`config.mk`:
```
export PLATFORM = sky130hd
export DESIGN_NAME = fp16_sub_pipe_flat
export DESIGN_NICKNAME = d
export VERILOG_FILES = /design/src/rtl/fp16_sub_pipe_if.sv /design/src/rtl/fp16_sub_pipe.sv /design/src/flat_wrapper.sv
export SDC_FILE = /design/constraint.sdc
export NUM_CORES = 1
export LEC_CHECK = 0
export BUFFER_PORTS_ARGS = -buffer_cell sky130_fd_sc_hd__buf_2
export CAP_MARGIN = 5
export CORE_ASPECT_RATIO = 2
export CORE_MARGIN = 4
export CORE_UTILIZATION = 60
export CTS_CLUSTER_DIAMETER = 40
export DETAILED_ROUTE_END_ITERATION = 8
export GPL_TIMING_DRIVEN = 0
export PLACE_DENSITY = 0.87
export SYNTH_ARGS = -nofsm -noshare
export SYNTH_HDL_FRONTEND = slang
export SYNTH_SLANG_ARGS = --single-unit
```
`constraint.sdc`:
```
create_clock -name clk -period 4.47 [get_ports clk]
set_clock_uncertainty 0.2 [all_clocks]
set_input_delay 0.2235 -clock clk [delete_from_list [all_inputs] [get_ports clk]]
set_output_delay 0.2235 -clock clk [all_outputs]
set_load 0.02 [all_outputs]
```
`src/rtl/fp16_sub_pipe_if.sv`:
```
`default_nettype none
// ============================================================================
// Module  : fp16_sub_pipe_if
// Brief   : Input/output handshake bundle for the pipelined FP16 subtractor.
// Revision: 1.0
// ============================================================================
interface fp16_sub_pipe_if #(
    parameter int TAG_W = 4
);
    logic             in_valid;
    logic             in_ready;
    logic [15:0]      in_a;
    logic [15:0]      in_b;
    logic [TAG_W-1:0] in_tag;
    logic             out_valid;
    logic             out_ready;
    logic [15:0]      out_result;
    logic [TAG_W-1:0] out_tag;
    logic             busy;

    modport master (
        output in_valid, in_a, in_b, in_tag, out_ready,
        input  in_ready, out_valid, out_result, out_tag, busy
    );

    modport slave (
        input  in_valid, in_a, in_b, in_tag, out_ready,
        output in_ready, out_valid, out_result, out_tag, busy
    );
endinterface
`default_nettype wire

```
`src/rtl/fp16_sub_pipe.sv`:
```
`default_nettype none
// ============================================================================
// Module  : fp16_sub_pipe
// Brief   : Three-stage truncating FP16 subtractor (a - b) with full backpressure.
// Revision: 1.0
// ============================================================================
module fp16_sub_pipe #(
    parameter int TAG_W  = 4,
    parameter bit SAT_EN = 1'b1
) (
    input  wire            clk,
    input  wire            rst,
    fp16_sub_pipe_if.slave bus
);
    localparam logic [14:0] c_MAX_FIN = 15'h7BFF;
    localparam logic [14:0] c_INF     = 15'h7C00;

    logic             s1_v_q, s2_v_q, s3_v_q;
    logic             s1_adv, s2_adv, s3_adv;
    logic             s1_sa_q, s1_sb_q;
    logic [4:0]       s1_exp_q;
    logic [10:0]      s1_ma_q, s1_mb_q;
    logic [TAG_W-1:0] s1_tag_q;
    logic [11:0]      s2_mag_q;
    logic             s2_sign_q;
    logic [4:0]       s2_exp_q;
    logic [TAG_W-1:0] s2_tag_q;
    logic [15:0]      s3_res_q;
    logic [TAG_W-1:0] s3_tag_q;

    // Stall chain: each stage moves when empty or when its successor moves.
    assign s3_adv = !s3_v_q || bus.out_ready;
    assign s2_adv = !s2_v_q || s3_adv;
    assign s1_adv = !s1_v_q || s2_adv;

    assign bus.in_ready   = s1_adv;
    assign bus.out_valid  = s3_v_q;
    assign bus.out_result = s3_res_q;
    assign bus.out_tag    = s3_tag_q;
    assign bus.busy       = s1_v_q | s2_v_q | s3_v_q;

    function automatic logic [3:0] f_lead_zeros(input logic [10:0] m);
        logic [3:0] lz;
        lz = 4'd11;
        for (int i = 0; i < 11; i++) begin
            if (m[i]) lz = 4'(10 - i);
        end
        return lz;
    endfunction

    // Stage 1: unpack and align to the larger exponent
    logic [4:0]  w_ea, w_eb, w_shift;
    logic [10:0] w_ma, w_mb;
    logic [4:0]  s1_exp_d;
    logic [10:0] s1_ma_d, s1_mb_d;

    always_comb begin
        w_ea = bus.in_a[14:10];
        w_eb = bus.in_b[14:10];
        w_ma = {|w_ea, bus.in_a[9:0]};
        w_mb = {|w_eb, bus.in_b[9:0]};
        if (w_ea >= w_eb) begin
            w_shift  = w_ea - w_eb;
            s1_exp_d = w_ea;
            s1_ma_d  = w_ma;
            s1_mb_d  = w_mb >> w_shift;
        end else begin
            w_shift  = w_eb - w_ea;
            s1_exp_d = w_eb;
            s1_ma_d  = w_ma >> w_shift;
            s1_mb_d  = w_mb;
        end
    end

    // Stage 2: signed-magnitude add/subtract
    logic [11:0] s2_mag_d;
    logic        s2_sign_d;

    always_comb begin
        if (s1_sa_q == s1_sb_q) begin
            s2_mag_d  = {1'b0, s1_ma_q} + {1'b0, s1_mb_q};
            s2_sign_d = s1_sa_q;
        end else if (s1_ma_q >= s1_mb_q) begin
            s2_mag_d  = {1'b0, s1_ma_q - s1_mb_q};
            s2_sign_d = s1_sa_q;
        end else begin
            s2_mag_d  = {1'b0, s1_mb_q - s1_ma_q};
            s2_sign_d = s1_sb_q;
        end
    end

    // Stage 3: normalise and pack; zero magnitude always packs as +0
    logic [3:0]  w_lz;
    logic [9:0]  w_frac;
    logic [5:0]  w_exp_inc;
    logic [15:0] s3_res_d;

    always_comb begin
        w_lz      = f_lead_zeros(s2_mag_q[10:0]);
        w_frac    = 10'(s2_mag_q[10:0] << w_lz);
        w_exp_inc = {1'b0, s2_exp_q} + 6'd1;
        s3_res_d  = 16'h0000;
        if (s2_mag_q == 12'd0) begin
            s3_res_d = 16'h0000;
        end else if (s2_mag_q[11]) begin
            if (w_exp_inc >= 6'd31)
                s3_res_d = {s2_sign_q, SAT_EN ? c_MAX_FIN : c_INF};
            else
                s3_res_d = {s2_sign_q, w_exp_inc[4:0], s2_mag_q[10:1]};
        end else if ({1'b0, w_lz} >= s2_exp_q) begin
            s3_res_d = 16'h0000;
        end else begin
            s3_res_d = {s2_sign_q, s2_exp_q - {1'b0, w_lz}, w_frac};
        end
    end

    always_ff @(posedge clk) begin
        if (rst) begin
            s1_v_q    <= 1'b0;
            s2_v_q    <= 1'b0;
            s3_v_q    <= 1'b0;
            s1_sa_q   <= 1'b0;
            s1_sb_q   <= 1'b0;
            s1_exp_q  <= '0;
            s1_ma_q   <= '0;
            s1_mb_q   <= '0;
            s1_tag_q  <= '0;
            s2_mag_q  <= '0;
            s2_sign_q <= 1'b0;
            s2_exp_q  <= '0;
            s2_tag_q  <= '0;
            s3_res_q  <= '0;
            s3_tag_q  <= '0;
        end else begin
            if (s1_adv) begin
                s1_v_q   <= bus.in_valid;
                s1_sa_q  <= bus.in_a[15];
                s1_sb_q  <= ~bus.in_b[15];
                s1_exp_q <= s1_exp_d;
                s1_ma_q  <= s1_ma_d;
                s1_mb_q  <= s1_mb_d;
                s1_tag_q <= bus.in_tag;
            end
            if (s2_adv) begin
                s2_v_q    <= s1_v_q;
                s2_mag_q  <= s2_mag_d;
                s2_sign_q <= s2_sign_d;
                s2_exp_q  <= s1_exp_q;
                s2_tag_q  <= s1_tag_q;
            end
            if (s3_adv) begin
                s3_v_q <= s2_v_q;
                if (s2_v_q) begin
                    s3_res_q <= s3_res_d;
                    s3_tag_q <= s2_tag_q;
                end
            end
        end
    end
endmodule
`default_nettype wire

```
`src/flat_wrapper.sv`:
```
// flat-port wrapper written by rule: the top's interface ports become plain ports
module fp16_sub_pipe_flat 
#(
    parameter int TAG_W  = 4,
    parameter bit SAT_EN = 1'b1
)
  (clk, rst, bus_in_valid, bus_in_a, bus_in_b, bus_in_tag, bus_out_ready, bus_in_ready, bus_out_valid, bus_out_result, bus_out_tag, bus_busy);
  fp16_sub_pipe_if #(.TAG_W(TAG_W)) bus_i ();
  input  wire clk;
  input  wire rst;
  input wire logic [$bits(bus_i.in_valid)-1:0] bus_in_valid;
  input wire logic [$bits(bus_i.in_a)-1:0] bus_in_a;
  input wire logic [$bits(bus_i.in_b)-1:0] bus_in_b;
  input wire logic [$bits(bus_i.in_tag)-1:0] bus_in_tag;
  input wire logic [$bits(bus_i.out_ready)-1:0] bus_out_ready;
  output wire logic [$bits(bus_i.in_ready)-1:0] bus_in_ready;
  output wire logic [$bits(bus_i.out_valid)-1:0] bus_out_valid;
  output wire logic [$bits(bus_i.out_result)-1:0] bus_out_result;
  output wire logic [$bits(bus_i.out_tag)-1:0] bus_out_tag;
  output wire logic [$bits(bus_i.busy)-1:0] bus_busy;
  assign bus_i.in_valid = bus_in_valid;
  assign bus_i.in_a = bus_in_a;
  assign bus_i.in_b = bus_in_b;
  assign bus_i.in_tag = bus_in_tag;
  assign bus_i.out_ready = bus_out_ready;
  assign bus_in_ready = bus_i.in_ready;
  assign bus_out_valid = bus_i.out_valid;
  assign bus_out_result = bus_i.out_result;
  assign bus_out_tag = bus_i.out_tag;
  assign bus_busy = bus_i.busy;
  fp16_sub_pipe #(.TAG_W(TAG_W), .SAT_EN(SAT_EN)) u_core (.clk(clk), .rst(rst), .bus(bus_i));
endmodule
```
==> results of run 1 <==
-- worst min-delay path, cell delays in order --
cell      delay [ns]
buf_2           0.14
nand2_1         0.06
a311oi_1        0.07
-- cell type report --
class	count	area, um^2
Clock buffer	9	225
Sequential cell	78	1560
Timing Repair Buffer	78	470
Multi-Input combinational cell	642	4380
Inverter	60	225
Tap cell	137	171
Buffer	55	243
Clock inverter	7	61.3
Fill cell	900	3140
-- metal layers --
metal  vias to the layer above  routed length [um]  track usage [%]
li1                       3190                   -                -
met3                       138                 955             5.57
met4                         0                2010             31.3
met1                      3085                6710             30.1
met2                       343               10900             61.2
met5                         -                   0                0
-- state kept, by name (all words and copies together) (netlist names), 4 cells and up --
signal and count:
u_core.s2_tag_q 4, u_core.s1_ma_q 11, u_core.s1_mb_q 11, u_core.s1_tag_q 4, u_core.s2_exp_q 5, u_core.s2_mag_q 12, u_core.s1_exp_q 5, u_core.bus.out_tag 4
u_core.bus.out_result 16
-- repair_timing --
| action | 4_1_cts | 5_1_grt |
|---|---|---|
| setup endpoints to repair | 0 | 2 |
| resized for setup | 0 | 1 |
| hold buffers | 16 | 0 |
| hold endpoints to repair | 12 | 0 |
-- worst max path at each step --
| stage | startpoint | endpoint | slack, ns | cells after the start |
|---|---|---|---|---|
| 5_1_grt | u_core.s2_mag_q[4]$_SDFFE_PP0P_ | u_core.bus.out_result[5]$_SDFFE_PP0P_ | 0.23 | 13 |
| 6_report | u_core.s2_mag_q[4]$_SDFFE_PP0P_ | u_core.bus.out_result[4]$_SDFFE_PP0P_ | 0.42 | 13 |
| 4_1_cts | u_core.s2_mag_q[4]$_SDFFE_PP0P_ | u_core.bus.out_result[4]$_SDFFE_PP0P_ | 0.23 | 13 |
| 3_3_place_gp | u_core.s2_mag_q[4]$_SDFFE_PP0P_ | u_core.bus.out_result[5]$_SDFFE_PP0P_ | 0.27 | 13 |
| 2_1_floorplan | u_core.s2_mag_q[2]$_SDFFE_PP0P_ | u_core.bus.out_result[5]$_SDFFE_PP0P_ | 1.22 | 14 |
| 3_5_place_dp | u_core.s2_mag_q[4]$_SDFFE_PP0P_ | u_core.bus.out_result[4]$_SDFFE_PP0P_ | 0.22 | 13 |
-- kinds of logic (layout without fill, tap and decap cells) --
kind of cell,after synthesis,count (layout)
xor+xnor,14,14
simple gates,266,266
compound gates,262,262
mux,47,47
buf+inv,115,209
flops,78,78
fa+ha+maj,53,53
-- report_power, final --
part | internal (mW) | switching (mW)
registers | 0.757 | 0.0458
logic | 0.541 | 0.838
clock network | 0.388 | 0.322
total | 1.69 | 1.21
-- layout by cell type, fill, tap and decap left out, drive strengths merged, types with 14 or more instances in the layout --
cell | Yosys | layout
buf | 17 | 79
mux2i | 34 | 34
nor3 | 24 | 24
a21oi | 75 | 75
nand2 | 98 | 98
ha | 47 | 47
o21ai | 40 | 40
clkbuf | 38 | 47
a221oi | 26 | 26
dfxtp | 78 | 78
a211oi | 36 | 36
dlygate4sd3 | 0 | 16
nor2b | 14 | 14
inv | 60 | 65
nor2 | 72 | 72
nand3 | 14 | 14
==> summary.md, run 1 <==
| Metric | Value |
|---|---|
| Overflow after GRT | `0` |
| Vias | `6756` |
| First-pass DRT Iterations | `6` |
| P&R area growth vs syn | `14.6%` |
| Minimum clock period | `4.05 ns` |
| Synth top area cells | `dfxtp_1 (24%), ha_1 (9.2%), nand2_1 (5.7%)` |
| Critical path class | `reg -> reg` |
| Num CTS Buffers | `9` |
| I/O pin count | `63` |
| Combinational family with the most area after synthesis | `compound AO/OA/AOI/OAI gates` |
| Global-route wire length before repair | `between 30 and 40 mm` |
| Worst-path maximum fanout | `9` |
| RR Endpoint | `u_core.bus.out_result[4]$_SDFFE_PP0P_` |
| Yosys reg bits | `78` |
| Util after Layout | `~70%` |
| IO Port Bufs | `62` |
| Synth unique cells | `73` |
| Post CTS Setup Buffer Count | `0` |
| Synthesized Nets | `928` |
| Hold WC Path Type | `in -> reg` |
| Lkg Pwr | `3.07 nW` |
| RR Startpoint | `u_core.s2_mag_q[4]$_SDFFE_PP0P_` |
| Max_cap viols | `0` |
| # diodes | `0` |
| Setup TNS | `0 ns` |
| Vias in the first global route | `6919` |
| Hold EP | `u_core.s1_exp_q[1]$_SDFFE_PP0P_` |
| Worst path bufs/invs | `2` |
| WL final | `slightly above 20 mm` |
| Core Region | `10500 um^2` |
| Worst Setup Start Kind | `flip-flop` |
| Share of layout cells above drive strength 1 | `roughly an eighth` |
| Mapped cell area | `around 6400 um^2` |
| Finished Cell Area | `7330 um^2` |
| Worst-skew pair later-pin latency | `0.34 ns` |
| Die Y | `154 um` |
| Post-DP HPWL | `15.8 mm` |
| Fin crit share | `90.6%` |
| Bufs on Longest Clock Path | `2` |
| Req. time, crit path | `4.49 ns` |
| Number of vias per cell | `6.34` |
| Gpl congestion | `1.00` |
| Setup crit end kind | `flip-flop` |
| Max Fclk | `247 MHz` |
| Pin count of the biggest net entering global routing | `17` |
| Starting Density | `between 60% and 70%` |
| Pins Over Slew Limit | `0` |
| Final setup viols | `0` |
| RSZ-0062 raised after global routing | `no` |
| Final setup margin | `0.421 ns` |
| Cell Area, Placed | `6880 um^2` |
| Min-delay src | `bus_in_b[11]` |
| Adder and majority cell fraction of the synthesized area | `11.1%` |
| Most frequent cell after synthesis | `nand2_1` |
| Synth Warn # | `0` |
| H-tree depth | `3` |
| Synth cell count leaders | `nand2_1 (98), dfxtp_1 (78), a21oi_1 (72), nor2_1 (72), inv_1 (58)` |
| Slowest stage delay, CP | `0.47 ns` |
| Endpoints failing hold | `0` |
| Final hold slack | `roughly 0.0082 ns` |
| DRC | `0` |
| Slew @ Worst Pin | `0.810 ns` |
| P per Cell Area | `394 nW/um^2` |
| Synth Area in Compound Gates | `roughly 28%` |
| Nets@finish | `1017` |
| Worst hold stages | `3` |
| All-layer global routing usage | `33.9%` |
| DP Worst Slack | `between 0.2 and 0.25 ns` |
| Fraction of registers with async set/reset | `0%` |
| Syn Inst Count | `835` |
| Relative slew slack | `45.6%` |
| CTS Root Cell | `clkbuf_16` |
| Post-Synth Simple-Gate Area | `19.3%` |
| Antenna-violating nets left | `0` |
| Clock slew at reported path FFs | `0.06 ns` |
| Reg2reg setup slack | `0.42 ns` |
| WP data arrival | `between 4 and 5 ns` |
| Outcome | `finished clean` |
| VDD IR max | `0.244 mV` |
| CTS tree | `done` |
| Syn_area_per_cell | `around 7.7 um^2` |
| Row Count | `53` |
| Cell count of the worst reg-to-reg path | `13` |
| Worst path cell trace | `clkbuf_1 -> o31a_1 -> nor3_2 -> nor3_2 -> inv_1 -> ha_1 -> nor2b_1 -> o21ai_0 -> a21boi_0 -> o32ai_2 -> nor2_1 -> a221oi_1 -> o21ai_0` |
| Die Area | `around 12000 um^2` |
| CP max-delay cell | `o32ai_2` |
| Crit path max-delay family | `compound AO/OA/AOI/OAI gates` |
| Number of synthesized flops with an enable pin | `0` |
| Drt wl/cell | `~19 um` |
| Post-Layout Cell Count | `1066` |
| CTS Sinks | `approximately 80` |
| Tot Pwr | `2.89 mW` |
| 1st-iter DRT viols | `about 600` |
| Yosys top cell area share | `24.4%` |
| Inst Count DP | `1034` |
| Initial antenna violation count | `0` |
| Cell taking the most area after synthesis | `dfxtp_1` |
| Post-synthesis sequential area ratio | `about a quarter` |
| Post-synthesis xor/xnor area fraction | `1.92%` |
| Post-synthesis mux area share | `7.61%` |
| Die Wd | `81.0 um` |
| Most used DFF post-synth | `dfxtp_1` |
No activity file was read; power rests on OpenSTA's default activity.
==> inputs of run 2 (changes only) <==
--- a/config.mk
+++ b/config.mk
@@ -9,11 +9,11 @@
 export CAP_MARGIN = 5
 export CORE_ASPECT_RATIO = 2
 export CORE_MARGIN = 4
-export CORE_UTILIZATION = 60
+export CORE_UTILIZATION = 61
 export CTS_CLUSTER_DIAMETER = 40
 export DETAILED_ROUTE_END_ITERATION = 8
 export GPL_TIMING_DRIVEN = 0
-export PLACE_DENSITY = 0.87
+export PLACE_DENSITY = 0.88
 export SYNTH_ARGS = -nofsm -noshare
 export SYNTH_HDL_FRONTEND = slang
 export SYNTH_SLANG_ARGS = --single-unit
==> constraint.sdc (replaced) <==
create_clock -name clk -period 4.47 [get_ports clk]
set_clock_uncertainty 0.2 [all_clocks]
set_input_delay 0.447 -clock clk [delete_from_list [all_inputs] [get_ports clk]]
set_output_delay 0.447 -clock clk [all_outputs]
set_load 0.02 [all_outputs]
==> summary.md, run 2 (synthesis gave the netlist of run 1 again) <==
| Metric | Value |
|---|---|
| Outcome | `finished clean` |
| H-tree depth | `3` |
| Cell count of the worst reg-to-reg path | `14` |
| Core Region | `~10000 um^2` |
| Setup crit end kind | `flip-flop` |
| First-pass DRT Iterations | `6` |
| Pin count of the biggest net entering global routing | `17` |
| DRC | `0` |
| Die Y | `153 um` |
| Minimum clock period | `4.26 ns` |
| WP data arrival | `4.29 ns` |
| All-layer global routing usage | `33.9%` |
| Global-route wire length before repair | `~33 mm` |
| Starting Density | `62.6%` |
| Setup TNS | `0 ns` |
| Worst Setup Start Kind | `flip-flop` |
| Share of layout cells above drive strength 1 | `13.6%` |
| Hold WC Path Type | `in -> reg` |
| Relative slew slack | `around two fifths` |
| CTS Sinks | `78` |
| Post-DP HPWL | `~16 mm` |
| Finished Cell Area | `7170 um^2` |
| Antenna-violating nets left | `0` |
| DP Worst Slack | `0.218 ns` |
| Die Wd | `80.4 um` |
| Pins Over Slew Limit | `0` |
| Worst-path maximum fanout | `8` |
| Critical path class | `reg -> reg` |
| WL final | `20.3 mm` |
| Max Fclk | `around 230 MHz` |
| Tot Pwr | `2.89 mW` |
| Lkg Pwr | `roughly 3.0 nW` |
| Row Count | `52` |
| CTS tree | `done` |
| Req. time, crit path | `between 4 and 5 ns` |
| Initial antenna violation count | `0` |
| Worst-skew pair later-pin latency | `between 0.3 and 0.4 ns` |
| Hold_buf cts | `0` |
| Most common library cell in the layout ignoring fill and taps | `nand2_1` |
| Final setup margin | `0.209 ns` |
| Clock slew at reported path FFs | `0.07 ns` |
| Worst hold stages | `2` |
| Most frequent cells in the layout | `nand2_1 (98), dfxtp_1 (78), a21oi_1 (72), nor2_1 (72), buf_2 (67)` |
| CTS Root Cell | `clkbuf_16` |
| P&R area growth vs syn | `12.1%` |
| Max FFs per register | `16` |
| Slowest stage delay, CP | `0.51 ns` |
| Final hold slack | `between 0.08 and 0.09 ns` |
| Worst path cell trace | `clkbuf_1 -> nor2_1 -> o31a_1 -> nor3_2 -> nor3_2 -> inv_1 -> ha_1 -> nor2b_1 -> o21ai_0 -> a21boi_0 -> o32ai_2 -> nor2_1 -> a221oi_1 -> o21ai_0` |
| VDD IR max | `0.256 mV` |
| Number of vias per cell | `6.48` |
| P per Cell Area | `~400 nW/um^2` |
| Fin crit share | `between 90% and 100%` |
| Final setup viols | `0` |
| Cell Area, Placed | `6880 um^2` |
| Post-Layout Cell Count | `1048` |
| I/O pin count | `63` |
| Drt wl/cell | `just under 20 um` |
| Gpl congestion | `about 1.0` |
| 1st-iter DRT viols | `between 500 and 600` |
| CP max-delay cell | `o32ai_2` |
| Nets@finish | `1001` |
| Vias in the first global route | `6875` |
| Bufs on Longest Clock Path | `2` |
| Util after Layout | `between 70% and 80%` |
| Endpoints failing hold | `0` |
| Die Area | `12300 um^2` |
| Max_cap viols | `0` |
| Vias | `just under 7000` |
| RSZ-0062 raised after global routing | `no` |
| # diodes | `0` |
| Slew @ Worst Pin | `slightly below 0.9 ns` |
| Inst Count DP | `1032` |
| Num CTS Buffers | `9` |
| Overflow after GRT | `0` |
| IO Port Bufs | `between 60 and 70` |
[run 2: routing by layer]
layer / GRT usage [%] / wire length (um) / vias to the layer above
met3: 5.77 / 1130 / 134
met2: 60.8 / 10700 / 343
li1: - / - / 3173
met5: 0 / 0 / -
met4: 30.3 / 1920 / 0
met1: 30.9 / 6540 / 3138
[run 2: critical path: cells and delay by family, from the launching register on]
kind                       cells  cell delay [ns]
AOI/OAI and AO/OA              6             1.73
DFF                            1             0.31
buffers and inverters          2             0.44
and+or+nand+nor                5             1.11
adders and majority gates      1             0.35
[run 2: area by class of cell]
class,count,area [um^2]
Multi-Input combinational cell,642,4380
Fill cell,881,3040
Sequential cell,78,1560
Timing Repair Buffer,62,310
Buffer,55,243
Clock buffer,9,225
Inverter,60,225
Tap cell,135,169
Clock inverter,7,61.3
[run 2: power by group]
part	total (mW)	switching (mW)	internal [mW]
sequential	0.803	0.0466	0.757
combinational	1.37	0.833	0.532
clock	0.722	0.335	0.387
total	2.89	1.22	1.68
[run 2: what timing repair did]
action	4_1_cts	5_1_grt
setup buffers	0	0
resized for setup	0	1
endpoints found under the setup margin	0	3
[run 2: path summary, 6_finish.rpt]
check	from	endpoint	slack, ns
worst max-delay path	u_core.s2_mag_q[2]$_SDFFE_PP0P_	u_core.bus.out_result[4]$_SDFFE_PP0P_	0.21
worst min-delay path	bus_in_b[15]	u_core.s1_sb_q$_SDFFE_PP0P_	0.09
worst max register to register	u_core.s2_mag_q[2]$_SDFFE_PP0P_	u_core.bus.out_result[4]$_SDFFE_PP0P_	0.21
worst min register to register	u_core.bus.out_result[12]$_SDFFE_PP0P_	u_core.bus.out_result[12]$_SDFFE_PP0P_	0.25
